[src/rtl/mem_bridge_pkg.sv]
// mem_bridge_pkg: shared types and helpers for mem_req_bridge.
//   mem_typ_e     - core access size/sign encoding (X, B, H, W, BU, HU)
//   mem_fcn_e     - core access direction (M_XRD / M_XWR)
//   track_entry_t - per-request tracking record kept while the SRAM works
//   is_misaligned / store_strb / store_wdata / load_extract - datapath helpers
package mem_bridge_pkg;

    typedef enum logic [2:0] {
        MT_X  = 3'd0,
        MT_B  = 3'd1,
        MT_H  = 3'd2,
        MT_W  = 3'd3,
        MT_BU = 3'd4,
        MT_HU = 3'd5
    } mem_typ_e;

    typedef enum logic {
        M_XRD = 1'b0,
        M_XWR = 1'b1
    } mem_fcn_e;

    typedef struct packed {
        logic [1:0] off;
        mem_typ_e   typ;
        mem_fcn_e   fcn;
        logic       err;
    } track_entry_t;

    // Encodings 6/7 are not legal sizes and are always flagged.
    function automatic logic is_misaligned(input mem_typ_e typ, input logic [1:0] off);
        case (typ)
            MT_B, MT_BU: return 1'b0;
            MT_H, MT_HU: return off[0];
            MT_W, MT_X:  return off != 2'b00;
            default:     return 1'b1;
        endcase
    endfunction

    // Halfwords only look at off[1], so an odd halfword address (reachable
    // only with misalignment detection disabled) lands on the containing half.
    function automatic logic [3:0] store_strb(input mem_typ_e typ, input logic [1:0] off);
        case (typ)
            MT_B, MT_BU: return 4'b0001 << off;
            MT_H, MT_HU: return 4'b0011 << {off[1], 1'b0};
            default:     return 4'hF;
        endcase
    endfunction

    function automatic logic [31:0] store_wdata(input mem_typ_e typ, input logic [31:0] data);
        case (typ)
            MT_B, MT_BU: return {4{data[7:0]}};
            MT_H, MT_HU: return {2{data[15:0]}};
            default:     return data;
        endcase
    endfunction

    function automatic logic [31:0] load_extract(input mem_typ_e typ, input logic [1:0] off,
                                                 input logic [31:0] rdata);
        logic [7:0]  b;
        logic [15:0] h;
        b = rdata[{off, 3'b000} +: 8];
        h = rdata[{off[1], 4'b0000} +: 16];
        case (typ)
            MT_B:    return {{24{b[7]}}, b};
            MT_BU:   return {24'h0, b};
            MT_H:    return {{16{h[15]}}, h};
            MT_HU:   return {16'h0, h};
            default: return rdata;
        endcase
    endfunction

endpackage

[src/rtl/mem_bridge_track_fifo.sv]
// mem_bridge_track_fifo: DEPTH-entry FIFO of in-flight request records.
//   clk, rst   - clock, asynchronous active-low reset (flushes pointers/count)
//   push       - write push_entry at the tail (caller guarantees not full)
//   pop        - drop the head entry (caller guarantees not empty)
//   head       - current head entry (undefined while count == 0)
//   count      - number of valid entries, 0..DEPTH
module mem_bridge_track_fifo
    import mem_bridge_pkg::*;
#(
    parameter int DEPTH = 2
) (
    input  logic                     clk,
    input  logic                     rst,
    input  logic                     push,
    input  logic                     pop,
    input  track_entry_t             push_entry,
    output track_entry_t             head,
    output logic [$clog2(DEPTH):0]   count
);

    localparam int AW = $clog2(DEPTH);

    track_entry_t   mem [DEPTH];
    logic [AW-1:0]  wr_ptr;
    logic [AW-1:0]  rd_ptr;

    // NOTE: state registers use non-blocking assignments so every flop
    // samples pre-edge values regardless of statement order.
    always_ff @(posedge clk or negedge rst) begin
        if (!rst) begin
            wr_ptr <= '0;
            rd_ptr <= '0;
            count  <= '0;
        end else begin
            // DEPTH is a power of two, so natural pointer overflow wraps.
            if (push) wr_ptr <= wr_ptr + 1'b1;
            if (pop)  rd_ptr <= rd_ptr + 1'b1;
            case ({push, pop})
                2'b10:   count <= count + 1'b1;
                2'b01:   count <= count - 1'b1;
                default: count <= count;
            endcase
        end
    end

    // NOTE: the storage array has no reset; count gates every read, so
    // flushing the pointers is enough and the array maps onto plain RAM/flops.
    always_ff @(posedge clk) begin
        if (push) mem[wr_ptr] <= push_entry;
    end

    assign head = mem[rd_ptr];

endmodule

[src/rtl/mem_req_bridge.sv]
// mem_req_bridge: core byte-addressed request port -> word-addressed SRAM port.
// Issues loads/stores with byte strobes, tracks up to DEPTH outstanding SRAM
// requests and returns one registered response per request, in order, with
// sub-word loads extracted and sign/zero extended.
//   clk, rst         - clock, asynchronous active-low reset
//   req_*            - core request (valid/ready, addr, data, fcn, typ)
//   resp_*           - core response pulse (valid, data, err), no back-pressure
//   sram_req_*       - SRAM request (valid/ready, word addr, we, wdata, wstrb)
//   sram_resp_*      - SRAM in-order read/ack return
// Build option: define MEM_BRIDGE_MISALIGN_CHECK_EN to detect misaligned or
// illegal requests and answer them locally with resp_err=1; otherwise every
// request goes to the SRAM and resp_err stays 0.
module mem_req_bridge
    import mem_bridge_pkg::*;
#(
    parameter int DEPTH = 2
) (
    input  logic        clk,
    input  logic        rst,
    input  logic        req_valid,
    output logic        req_ready,
    input  logic [31:0] req_addr,
    input  logic [31:0] req_data,
    input  logic        req_fcn,
    input  logic [2:0]  req_typ,
    output logic        resp_valid,
    output logic [31:0] resp_data,
    output logic        resp_err,
    output logic        sram_req_valid,
    input  logic        sram_req_ready,
    output logic [29:0] sram_req_addr,
    output logic        sram_req_we,
    output logic [31:0] sram_req_wdata,
    output logic [3:0]  sram_req_wstrb,
    input  logic        sram_resp_valid,
    input  logic [31:0] sram_resp_rdata
);

    localparam int CW = $clog2(DEPTH) + 1;

    mem_typ_e     typ;
    logic [1:0]   off;
    logic         mis;
    logic         not_full;
    logic         idle;
    logic         accept;
    logic         pop;
    logic [CW-1:0] count;
    track_entry_t push_entry;
    track_entry_t head;

    assign typ = mem_typ_e'(req_typ);
    assign off = req_addr[1:0];

`ifdef MEM_BRIDGE_MISALIGN_CHECK_EN
    assign mis = is_misaligned(typ, off);
`else
    assign mis = 1'b0;
`endif

    // No full-bypass: a retiring head does not free a slot in the same cycle.
    assign not_full = count < CW'(DEPTH);
    assign idle     = count == '0;

    // Gated with rst so the handshake outputs read low while reset is held.
    assign sram_req_valid = rst && req_valid && not_full && !mis;
    assign req_ready      = rst && req_valid &&
                            (mis ? idle : (not_full && sram_req_ready));
    assign accept         = req_valid && req_ready;

    assign sram_req_addr  = req_addr[31:2];
    assign sram_req_we    = req_fcn;
    assign sram_req_wdata = store_wdata(typ, req_data);
    assign sram_req_wstrb = store_strb(typ, off);

    assign push_entry = '{off: off, typ: typ, fcn: mem_fcn_e'(req_fcn), err: mis};

    // An error entry was answered at accept time and is simply discarded one
    // cycle later; an SRAM return is only consumed when something is tracked.
    assign pop = !idle && (head.err || sram_resp_valid);

    mem_bridge_track_fifo #(.DEPTH(DEPTH)) u_track (
        .clk        (clk),
        .rst        (rst),
        .push       (accept),
        .pop        (pop),
        .push_entry (push_entry),
        .head       (head),
        .count      (count)
    );

    // Error accepts (only possible with count == 0) and SRAM returns (only
    // with count != 0) are mutually exclusive, so one priority chain suffices.
    always_ff @(posedge clk or negedge rst) begin
        if (!rst) begin
            resp_valid <= 1'b0;
            resp_data  <= '0;
            resp_err   <= 1'b0;
        end else if (accept && mis) begin
            resp_valid <= 1'b1;
            resp_data  <= '0;
            resp_err   <= 1'b1;
        end else if (pop && !head.err) begin
            resp_valid <= 1'b1;
            resp_data  <= (head.fcn == M_XWR) ? '0
                          : load_extract(head.typ, head.off, sram_resp_rdata);
            resp_err   <= 1'b0;
        end else begin
            resp_valid <= 1'b0;
            resp_data  <= '0;
            resp_err   <= 1'b0;
        end
    end

endmodule

[config.mk]
export PLATFORM = sky130hd
export DESIGN_NAME = mem_req_bridge
export DESIGN_NICKNAME = d
export VERILOG_FILES = /design/src/rtl/mem_bridge_pkg.sv /design/src/rtl/mem_bridge_track_fifo.sv /design/src/rtl/mem_req_bridge.sv
export SDC_FILE = /design/constraint.sdc
export NUM_CORES = 1
export LEC_CHECK = 0
export CAP_MARGIN = 20
export CORE_ASPECT_RATIO = 1.25
export CORE_UTILIZATION = 39
export CTS_BUF_LIST = sky130_fd_sc_hd__clkbuf_8
export DETAILED_ROUTE_END_ITERATION = 16
export GPL_ROUTABILITY_DRIVEN = 0
export HOLD_SLACK_MARGIN = 0.03
export PLACE_DENSITY_LB_ADDON = 0.15
export SETUP_SLACK_MARGIN = 0.4
export SYNTH_ARGS = -nofsm -noshare
export SYNTH_HDL_FRONTEND = slang
export SYNTH_HIERARCHICAL = 1
export SYNTH_SLANG_ARGS = --single-unit
export TNS_END_PERCENT = 50
[constraint.sdc]
create_clock -name clk -period 2.3 [get_ports clk]
set_input_delay 0.23 -clock clk [delete_from_list [all_inputs] [get_ports clk]]
set_output_delay 0.23 -clock clk [all_outputs]
set_load 0.1 [all_outputs]
==> results of run 1 <==
==> flip-flops by register name, summed over array words and instances, names as in the netlist <==
signal          count
resp_valid          1
u_track/count       2
u_track/wr_ptr      1
resp_data          32
u_track/rd_ptr      1
u_track/mem        14
==> routing by layer <==
layer	part of all wire, %	track usage [%]	vias to the layer above	wire (µm)
met5	0	0	-	0
met4	1.0	4.64	0	103
met3	5.1	3.59	9	509
met2	53	38.9	116	5300
met1	41	26.1	1516	4050
li1	-	-	1482	-
==> critical path, delay by kind of cell, from the launching register on <==
family	cells	cell delay, ns
flip-flops	1	0.46
buffers and inverters	1	0.19
multiplexers	2	0.77
AO/OA/AOI/OAI	3	0.54
==> cell families (layout without fill, tap and decap cells) <==
family	Yosys count	in the layout	share of synthesized area, %
other cells	1	3	0.107
xor+xnor	8	8	2.00
fa+ha+maj	2	2	0.643
compound gates	96	96	20.5
mux	49	49	15.7
simple gates	67	67	9.71
flops	51	51	38.4
buf+inv	75	197	12.9
==> final cells by class <==
type / count / area, µm²
Fill cell: 699 / 3240
Sequential cell: 51 / 1350
Inverter: 14 / 52.6
Timing Repair Buffer: 175 / 1900
Tap cell: 120 / 150
Clock inverter: 3 / 17.5
Clock buffer: 5 / 68.8
Multi-Input combinational cell: 225 / 1920
==> worst paths after layout <==
check                                from                end  slack, ns  depth (start not counted)
max                        u_track/rd_ptr      resp_data[24]       0.29                          6
min                                   rst      resp_data[30]       0.02                          2
max reg2reg                u_track/rd_ptr      resp_data[24]       0.29                          6
min reg2reg                u_track/wr_ptr     u_track/wr_ptr       0.51                          1
max in group asynchronous             rst     u_track/rd_ptr       1.92                          2
min in group clk              req_addr[1]  u_track/mem[0][6]       0.45                          1
==> Yosys cell counts, types with 2 or more instances <==
cell type / count / share of area, %
nor2_1: 26 / 2.8
xor2_1: 3 / 0.75
nor2b_1: 8 / 1.4
and3b_1: 3 / 0.75
dfrtp_1: 37 / 26
nand2b_1: 4 / 0.71
mux2_2: 38 / 12
o221ai_1: 7 / 1.8
or2_2: 2 / 0.36
a21oi_1: 11 / 1.6
o21ai_0: 17 / 2.4
o221a_2: 8 / 2.6
nand3_1: 2 / 0.29
mux2i_1: 10 / 2.9
clkbuf_1: 11 / 1.2
buf_2: 6 / 0.86
inv_1: 14 / 1.5
or3_1: 2 / 0.36
o21a_1: 17 / 3.6
nand2_1: 6 / 0.64
o2bb2a_1: 6 / 1.7
xnor2_1: 5 / 1.2
a31oi_1: 2 / 0.36
edfxtp_1: 14 / 12
buf_4: 41 / 8.8
and2_1: 3 / 0.54
a2111oi_0: 5 / 1.2
o22ai_1: 15 / 2.7
nor3_1: 8 / 1.1
==> what timing repair did <==
item	4_1_cts	5_1_grt
pin swaps	12	1
setup endpoints to repair	62	40
buffers inserted	4	1
resized for setup	30	5
cloned	1	0
==> per-stage QoR <==
stage	cells	worst slack (ns)	util, %	instance area, µm²	total power, µW
after floorplan	351	0.230	-	3630	4000
after CTS	592	0.286	62.4	5430	5340
after global routing	593	0.219	62.7	5460	5590
after detailed placement	579	0.110	59.9	5220	4710
after global placement	579	0.186	59.9	5220	4670
final	593	0.287	62.7	5460	5350
==> power breakdown <==
part	internal, µW	switching, µW
clock	211	291
sequential	1120	99.8
combinational	1200	2440
==> results.md, run 1 <==
* Worst IR Drop VDD at 0.000402 V
* Port Buffer Count at 146
* Starting DRT DRC Count at 121
* Register area share after synthesis at 38.4%
* Antenna Cells at 0
* Critical Path Start Type: register
* Crit end category: register
* Hold WS at 0.0170 ns
* Distinct cell type count after synthesis at 47
* Final setup fails at 0
* Final nets at 578
* Fin. Hold Viols at 0
* TritonCTS clock tree: yes
* Achievable clock frequency at 0.497 GHz
* Unrepaired setup endpoints after global routing: yes
* Vias/cell at 5.27
* First-pass GRT wire length at 15600 µm
* Post-synth EDFFs at 14
* GR Overflow Total at 0
* H-tree Lvls at 2
* Hold crit path type: primary input to asynchronous set/reset pin
* Max-cap viol count at 0
* Routed vias at 3123
* Hold Buf Count CTS at 0
* Delay of the slowest critical-path stage at 0.46 ns
* Syn Std Cell Area at 3500 µm²
* Largest net degree at the start of global routing at 38
* Die area at 9370 µm²
* Syn Inst Count at 349
* Die X-Extent at 86.8 µm
* Area grow syn2layout at 55.8%
* Worst EP arrival at 2.25 ns
* Period utilization at 87.5%
* Most frequent cells in the layout: clkdlybuf4s50_1 (69), buf_4 (66), mux2_2 (36), dfrtp_1 (36), buf_12 (32)
* Routed WL at 9960 µm
* Initial Utilization at 40.3%
* Setup_tns at 0 ns
* Worst-case clock skew at 0.00744 ns
* Critical path class: register to register
* Initial antenna violation count at 0
* Reg clk slew, reported paths at 0.09 ns
* Cts bufs inserted at 5
* LEAKAGE at 0.00232 µW
* DP HPWL at 7370 µm
* Rows at 38
* Ys async rst share at 72.5%
* Worst skew pair latency at 0.30 ns
* Max Buffers Root-to-Sink at 2
* Root buffer cell: clkbuf_8
* Ys Warns at 6
* CTS Sinks at 51
* GRT Util Overall at 21.3%
* Max-slew violation count at 0
* Status: finished clean
* Vias in the first global route at 3034
* CP max FO at 8
* Most common cell after layout, fill and taps aside: clkdlybuf4s50_1
* Crit path required time at 2.54 ns
* Pwr dens at 981 nW/µm²
* CP Cell Sequence: mux2_4 -> mux4_2 -> o21ai_4 -> a221oi_4 -> buf_6 -> o21a_1
* Remaining antenna violation count at 0
* Wirelength per Cell at 16.8 µm
* Mean Syn Cell Area at 10.0 µm²
* TritonRoute pass-1 iters at 4
* Core Region at 8700 µm²
* IO Pins at 208
* Residual DRC at 0
* Critical-path top delay cell: dfrtp_2
* Die Span Y at 108 µm
* Clock period minus worst slack at 2.01 ns
* Share of cells above drive strength 1 at 41.2%
* Synth Flop Type: dfrtp_1
* Yosys reg bits at 51
(Power assumes the default switching activity.)
==> run 2, diff against run 1 <==
==> constraint.sdc (replaced) <==
create_clock -name clk -period 2.2 [get_ports clk]
set_input_delay 0.22 -clock clk [delete_from_list [all_inputs] [get_ports clk]]
set_output_delay 0.22 -clock clk [all_outputs]
set_load 0.1 [all_outputs]
==> results.md, run 2 (same netlist as run 1, synthesis figures left out) <==
* Max Buffers Root-to-Sink at 2
* Critical Path Start Type: register
* Area grow syn2layout at 61.1%
* Worst Slack Setup Final at 0.184 ns
* TritonCTS clock tree: yes
* Wirelength per Cell at 16.7 µm
* Sequential share of power at 21.8%
* H-tree Lvls at 2
* Period utilization at 91.6%
* GR Overflow Total at 0
* First-pass GRT wire length at 15300 µm
* GRT Util Overall at 21.0%
* Critical-path top delay cell: dfrtp_2
* Status: finished clean
* Reg clk slew, reported paths at 0.11 ns
* Crit end category: register
* Cts bufs inserted at 5
* Relative slew slack at 61.5%
* Crit path required time at 2.40 ns
* Worst EP arrival at 2.22 ns
* Residual DRC at 0
* Reg2reg start: u_track/rd_ptr
* Placed Instance Area at 5280 µm²
* Worst IR Drop VDD at 0.000392 V
* Initial antenna violation count at 0
* Antenna Cells at 0
* Max-cap viol count at 0
* Largest register FFs at 32
* Vias/cell at 5.34
* Fin. Hold Viols at 0
* P_int at 2770 µW
* Root buffer cell: clkbuf_8
* Final nets at 585
* Vias in the first global route at 3177
* CP Launch Point: u_track/rd_ptr
* Critical path class: register to register
* Psw at 3070 µW
* Achievable clock frequency at 0.496 GHz
* Largest net degree at the start of global routing at 38
* Die Span Y at 108 µm
* Hold crit path type: primary input to register
* CP max FO at 16
* # fillers at 693
* Share of cells above drive strength 1 at 43.3%
* Unrepaired setup endpoints after global routing: yes
* Top Registers: resp_data: 32 flops, u_track/mem: 14 flops, u_track/count: 2 flops
* Cell area after layout at 5640 µm²
* Pwr dens at 1040 nW/µm²
* Rows at 38
* Most frequent cells in the layout: clkdlybuf4s50_1 (68), buf_4 (68), dfrtp_1 (36)
* Max-slew violation count at 0
* Die X-Extent at 86.8 µm
* Clk pwr share at 9.8%
* Core Region at 8700 µm²
* Placed Cells at 583
* Combinational power share at 68.3%
* Initial Utilization at 40.3%
* Hold Path Origin: req_addr[0]
* Finished Layout Cells at 600
* CP Cell Sequence: mux2_4 -> mux4_2 -> o21ai_4 -> a221oi_4 -> buf_12 -> o21a_1
* Die area at 9370 µm²
* Worst-case clock skew at 0.0195 ns
* Least-Margin Pin Slew at 0.574 ns
* Final setup fails at 0
* Clock period minus worst slack at 2.02 ns
* LEAKAGE at 0.00240 µW
* Biggest register: resp_data
* Pwr Total at 5840 µW
* Switching share of power at 52.5%
* Routed WL at 10000 µm
* Worst skew pair latency at 0.32 ns
* DP HPWL at 7390 µm
* TritonRoute pass-1 iters at 6
* CTS Sinks at 51
* Port Buffer Count at 146
* IO Pins at 208
* Starting DRT DRC Count at 136
* Routed vias at 3204
* Setup_tns at 0 ns
* Remaining antenna violation count at 0
* Delay of the slowest critical-path stage at 0.47 ns
* Post-place setup slack at -0.166 ns
## run 2: timing repair
item / 4_1_cts / 5_1_grt
endpoints found under the hold margin: 37 / 0
endpoints found under the setup margin: 62 / 62
resized for setup: 33 / 18
cloned: 1 / 1
setup buffers: 4 / 2
pin swaps: 11 / 9
hold buffers: 1 / 0
## run 2: final timing paths
check	to	slack, ns	cells after the start
min	u_track/mem[0][5]	0.26	1
min in group asynchronous	resp_data[13]	0.52	3
max in group asynchronous	resp_data[7]	1.33	3
max	resp_data[21]	0.18	6
max reg2reg	resp_data[21]	0.18	6
min reg2reg	u_track/wr_ptr	0.51	1
## run 2: cell type report
type / instances / area, µm² / area share [%]
sequential: 51 / 1350 / 23.9
tap: 120 / 150 / 2.66
clock buffer: 5 / 68.8 / 1.22
inverter: 14 / 52.6 / 0.931
multi-input combinational: 226 / 2000 / 35.4
timing repair buffer: 181 / 2000 / 35.4
clock inverter: 3 / 26.3 / 0.466
## run 2: per-stage QoR
| step | util (%) | hold WS, ns |
|---|---|---|
| 2_1_floorplan | - | -0.0756 |
| 3_3_place_gp | 60.7 | 0.343 |
| 3_5_place_dp | 60.7 | 0.345 |
| 4_1_cts | 63.5 | 0.441 |
| 5_1_grt | 64.9 | 0.283 |
| 6_report | 64.9 | 0.258 |
## run 2: routing by layer
layer  wire length [µm]  part of all wire (%)  track usage [%]
met2               5110                    51             37.8
met1               3950                    39             23.8
met4                339                   3.4             8.57
met5                  0                     0                0
met3                633                   6.3             4.66
## run 2: worst max-delay path, delay by kind of cell, from the launching register on
family                 cells  cell delay (ns)
DFF                        1             0.47
AOI/OAI and AO/OA          3             0.43
buffers and inverters      1             0.17
muxes                      2             0.82
## run 2: power groups by stage
stage | Combinational, µW | Sequential (µW) | Clock (µW)
floorplan | 1900 | 2280 | 0
global placement | 3630 | 1280 | 0
detailed placement | 3680 | 1280 | 0
CTS | 3860 | 1270 | 585
global route | 4150 | 1290 | 621
finish | 3990 | 1280 | 575
